<file path="src/rtl/sumador_serial_pkg.sv">
// Shared definitions for the bit-serial adder/subtractor: FSM encodings and opcodes.
// No logic; constants only.
// No flow control.
package sumador_serial_pkg;

    typedef enum logic [1:0] {
        IDLE = 2'd0,
        RUN  = 2'd1,
        DONE = 2'd2
    } state_t;

    localparam logic OP_ADD = 1'b0;
    localparam logic OP_SUB = 1'b1;

endpackage

</file>
<file path="src/rtl/suma_bit.sv">
// One-bit full adder cell used by the serial datapath.
// Combinational, zero latency.
// No flow control.
module suma_bit (
    output logic s,
    output logic cout,
    input  logic a,
    input  logic b,
    input  logic cin
);

    assign s    = a ^ b ^ cin;
    assign cout = (a & b) | (a & cin) | (b & cin);

endmodule

</file>
<file path="src/rtl/sumador_serial.sv">
// Bit-serial add/subtract, LSB first, one full-adder cell shared across all bits.
// Latency: WIDTH RUN cycles after the accepting edge, then a one-cycle done pulse.
// Backpressure: start is only honoured in IDLE/DONE; requests while busy are dropped.
module sumador_serial
    import sumador_serial_pkg::*;
#(
    parameter int WIDTH = 8
) (
    input  logic             clk,
    input  logic             rst,
    input  logic             start,
    input  logic             op,
    input  logic [WIDTH-1:0] a,
    input  logic [WIDTH-1:0] b,
    input  logic             cin,
    output logic             busy,
    output logic             done,
    output logic [WIDTH-1:0] s,
    output logic             cout,
    output logic             ovf
);

    localparam int CW = $clog2(WIDTH + 1);

    state_t           state_q;
    state_t           state_d;
    logic             accept;
    logic             last;
    logic [CW-1:0]    cnt_q;
    logic [WIDTH-1:0] a_q;
    logic [WIDTH-1:0] b_q;
    logic [WIDTH-2:0] sh_q;
    logic             c_q;
    logic             fa_s;
    logic             fa_c;
    logic [WIDTH-1:0] sh_next;

    suma_bit u_suma_bit (
        .s    (fa_s),
        .cout (fa_c),
        .a    (a_q[0]),
        .b    (b_q[0]),
        .cin  (c_q)
    );

    assign last    = (cnt_q == CW'(WIDTH - 1));
    assign sh_next = {fa_s, sh_q};

    always_comb begin
        state_d = state_q;
        accept  = 1'b0;
        busy    = 1'b0;
        done    = 1'b0;
        case (state_q)
            IDLE: begin
                if (start) begin
                    accept  = 1'b1;
                    state_d = RUN;
                end
            end
            RUN: begin
                busy = 1'b1;
                if (last) begin
                    state_d = DONE;
                end
            end
            DONE: begin
                done = 1'b1;
                if (start) begin
                    accept  = 1'b1;
                    state_d = RUN;
                end else begin
                    state_d = IDLE;
                end
            end
            default: state_d = IDLE;
        endcase
    end

    always_ff @(posedge clk or posedge rst) begin
        if (rst) begin
            state_q <= IDLE;
        end else begin
            state_q <= state_d;
        end
    end

    // Subtraction is A + ~B + ~borrow, so the inversion happens once at load time.
    always_ff @(posedge clk or posedge rst) begin
        if (rst) begin
            cnt_q <= '0;
            a_q   <= '0;
            b_q   <= '0;
            sh_q  <= '0;
            c_q   <= 1'b0;
            s     <= '0;
            cout  <= 1'b0;
            ovf   <= 1'b0;
        end else if (accept) begin
            cnt_q <= '0;
            a_q   <= a;
            b_q   <= (op == OP_SUB) ? ~b : b;
            c_q   <= (op == OP_SUB) ? ~cin : cin;
            sh_q  <= '0;
        end else if (busy) begin
            cnt_q <= cnt_q + CW'(1);
            a_q   <= a_q >> 1;
            b_q   <= b_q >> 1;
            c_q   <= fa_c;
            sh_q  <= sh_next[WIDTH-1:1];
            if (last) begin
                // c_q still holds the carry into the MSB on this final bit.
                s    <= sh_next;
                cout <= fa_c;
                ovf  <= c_q ^ fa_c;
            end
        end
    end

endmodule

</file>
<file path="config.mk">
export PLATFORM = sky130hd
export DESIGN_NAME = sumador_serial
export DESIGN_NICKNAME = d
export VERILOG_FILES = /design/src/rtl/sumador_serial_pkg.sv /design/src/rtl/suma_bit.sv /design/src/rtl/sumador_serial.sv
export SDC_FILE = /design/constraint.sdc
export NUM_CORES = 1
export LEC_CHECK = 0
export BUFFER_PORTS_ARGS = -buffer_cell sky130_fd_sc_hd__clkbuf_2
export CAP_MARGIN = 20
export CORE_UTILIZATION = 30
export DETAILED_ROUTE_END_ITERATION = 7
export PLACE_DENSITY = 0.57
export RECOVER_POWER = 50
export SLEW_MARGIN = 30
export SYNTH_ARGS = -nofsm -noshare
export SYNTH_HDL_FRONTEND = slang
export SYNTH_HIERARCHICAL = 1
export SYNTH_SLANG_ARGS = --single-unit
</file>
<file path="constraint.sdc">
create_clock -name clk -period 1.65 [get_ports clk]
set_clock_uncertainty 0.2 [all_clocks]
set_input_delay 0.165 -clock clk [delete_from_list [all_inputs] [get_ports clk]]
set_output_delay 0.165 -clock clk [all_outputs]
set_load 0.01 [all_outputs]
</file>
==> out/results.tsv <==
metric	value	unit
filler-free cell count of the finished design	272	
port buffer count	32	
Final Hold Fails	0	
layout cells sized above 1	0.330	
Slew Limit Fails	0	
first-pass GRT wire length	6.10	mm
setup TNS	-589	ps
Worst Hold Class	in -> reg	
Tightest Pin Transition	856	ps
Inserted Diodes	0	
sequential share of the synthesized area	0.562	
P&R area growth vs syn	36.4	%
flops & latches, synth	40	
DRC errors left	0	
most frequent cells in the layout	39 x dfrtp_1, 27 x clkbuf_2, 16 x a22o_1, 16 x dlygate4sd3_1, 11 x xor2_1	
Reg clk slew, reported paths	80	ps
Reg2Reg Setup Slack	-90	ps
crit path max-delay cell type	dfrtp_1	
RR Startpoint	cnt_q[0]	
ys flop type	dfrtp_1	
fin crit period	1740	ps
Peak VDD IR	0.679	mV
H-tree lvl count	2	
io pins	33	
storage element area	1000	sq um
LEAKAGE	0.00122	uW
syn avg cell area	13.1	sq um
HPWL after detailed placement	2.33	mm
multi-input logic area	749	sq um
worst reg2reg path depth	5	
hold-critical path depth	3	
fin nets	222	
Slew headroom	0.430	
worst hold start	a[3]	
DR vias/cell	4.65	
Finished Core Util	0.434	
Synthesized Nets	159	
Die ar.	6250	sq um
CP Buf/Inv Count	1	
routed vias	1266	
Cell Area, Synth	1780	sq um
fraction of registers with async set or reset after synthesis	1.00	
CTS tree	done	
fmax	575	MHz
Pre-antenna DRT Iters	4	
outcome	finished with violations	
final setup vio count	10	
pin count of the biggest net entering global routing	41	
clock buffer count from CTS	5	
max cap viols	0	
Syn. warnings	6	
DR WL/cell	13.5	um
max incr delay on CP	350	ps
critical path arrival	1710	ps
num rows	27	
GPL Wtd Cong	0.679	
worst skew pair latency	290	ps
Clock Path Buffers	2	
fin crit share	1.05	
Initial Util	0.318	
failing checks	negative setup slack	
WL final	3.67	mm
critical path's top delay family	simple AND/OR/NAND/NOR gates	
CTS sink cnt	40	
width of the die	79.1	um
Worst Path Required	1620	ps
global route total overflow	0	
fillers	563	
cells after synthesis	136	
Post-synth EDFFs	0	
Final WS setup	-90.1	ps
crit-path max FO	5	
crit path cell chain	ha_2, nand3b_1, nor3b_2, buf_4, mux2_1	
CTS root buf	clkbuf_8	
Cells after DPL	239	
Distinct cells, synth	25	
Placeable Area	5610	sq um
hold path endpoint	a_q[3]	
Die Height	79.1	um
CP endpoint kind	flop	
most common cell after layout, fill and taps aside	dfrtp_1	
initial antenna violation count	0	
Iteration-0 DRC Markers	33	
FF-to-FF End	s[0]	
CP startpoint kind	flop	
global-route usage over all layers	0.127	
Setup Crit Path Kind	reg -> reg	
Detail Route Antenna Nets	0	
vias in the first global route	1294	
pwr dens	1760	nW/um^2
RSZ-0062 raised after global routing	yes	
==> layout make-up <==
| cell class | instances | area share |
|---|---|---|
| flip-flops and latches | 40 | 0.412 |
| clock buffers | 7 | 0.0355 |
| inverters | 2 | 0.00309 |
| repair buffers | 64 | 0.201 |
| multi-input cells | 86 | 0.308 |
| well taps | 72 | 0.0371 |
| clock inverters | 1 | 0.00309 |
==> metal layers <==
| metal | global-route usage | up-vias | routed length (um) |
|---|---|---|---|
| met5 | 0 | - | 0 |
| met4 | 0.0436 | 0 | 38 |
| met3 | 0.0356 | 5 | 134 |
| met2 | 0.215 | 26 | 1840 |
| met1 | 0.155 | 631 | 1660 |
| li1 | - | 604 | - |
==> worst max path at each step <==
stage / start / endpoint / cells past startpoint
2_1_floorplan: cnt_q[0] / cout / 5
3_3_place_gp: cnt_q[0] / s[7] / 5
3_5_place_dp: a_q[0] / ovf / 3
4_1_cts: state_q[0] / cnt_q[0] / 5
5_1_grt: cnt_q[0] / s[0] / 5
6_report: cnt_q[0] / s[0] / 5
==> sequential cells by signal, summed over array words and instances (netlist names) <==
signal	cells
a_q	8
b_q	8
s	8
sh_q	7
cnt_q	4
state_q	2
c_q	1
cout	1
ovf	1
==> per-stage QoR <==
step	hold WS, ps	instance area, sq um	total power, uW	worst slack [ps]
finish	14.1	2430	4290	-90.1
global route	30.1	2430	4600	-162
CTS	0.243	2340	4090	-9.59
detailed placement	102	2050	3300	-7.09
global placement	82.9	2050	3190	24.2
floorplan	87.5	1780	2790	16.5
==> cell usage after synthesis (2+ instances only) <==
cell type / instances / area, sq um
buf_6: 2 / 22.5
inv_1: 2 / 7.51
mux2_2: 2 / 22.5
a21o_1: 7 / 52.6
mux2_1: 10 / 113
buf_2: 2 / 10.0
nand3b_1: 2 / 15.0
mux2i_1: 9 / 90.1
nor2_1: 2 / 7.51
nand2_1: 9 / 33.8
xor2_1: 11 / 96.3
o21ai_1: 9 / 45.0
buf_4: 3 / 22.5
a22o_1: 16 / 140
dfrtp_1: 40 / 1000
==> timing repair <==
| action | CTS | global route |
|---|---|---|
| resized for setup | 4 | 12 |
| cloned | 0 | 2 |
| endpoints found under the hold margin | 55 | 0 |
| setup endpoints to repair | 5 | 35 |
| pin swaps | 0 | 2 |
| hold buffers | 16 | 0 |
| setup buffers | 1 | 6 |
==> tightest hold or removal path, stage by stage <==
cell      delay (ps)
clkbuf_2          80
a22o_1           120
a21o_1            90
==> cell families (layout without fill, tap and decap cells) <==
| kind of cell | Yosys count | after routing | synth area share |
|---|---|---|---|
| compound gates | 32 | 32 | 0.133 |
| xor+xnor | 11 | 11 | 0.0541 |
| buf+inv | 11 | 74 | 0.0400 |
| fa+ha+maj | 2 | 2 | 0.0183 |
| flops | 40 | 40 | 0.562 |
| simple gates | 19 | 20 | 0.0660 |
| mux | 21 | 21 | 0.126 |
==> report_power, final <==
group | internal [uW] | switching (uW) | total, uW
logic | 1080 | 835 | 1920
registers | 1410 | 291 | 1710
clock network | 340 | 320 | 660
total | 2840 | 1450 | 4290
No activity file was read; power rests on OpenSTA's default activity.
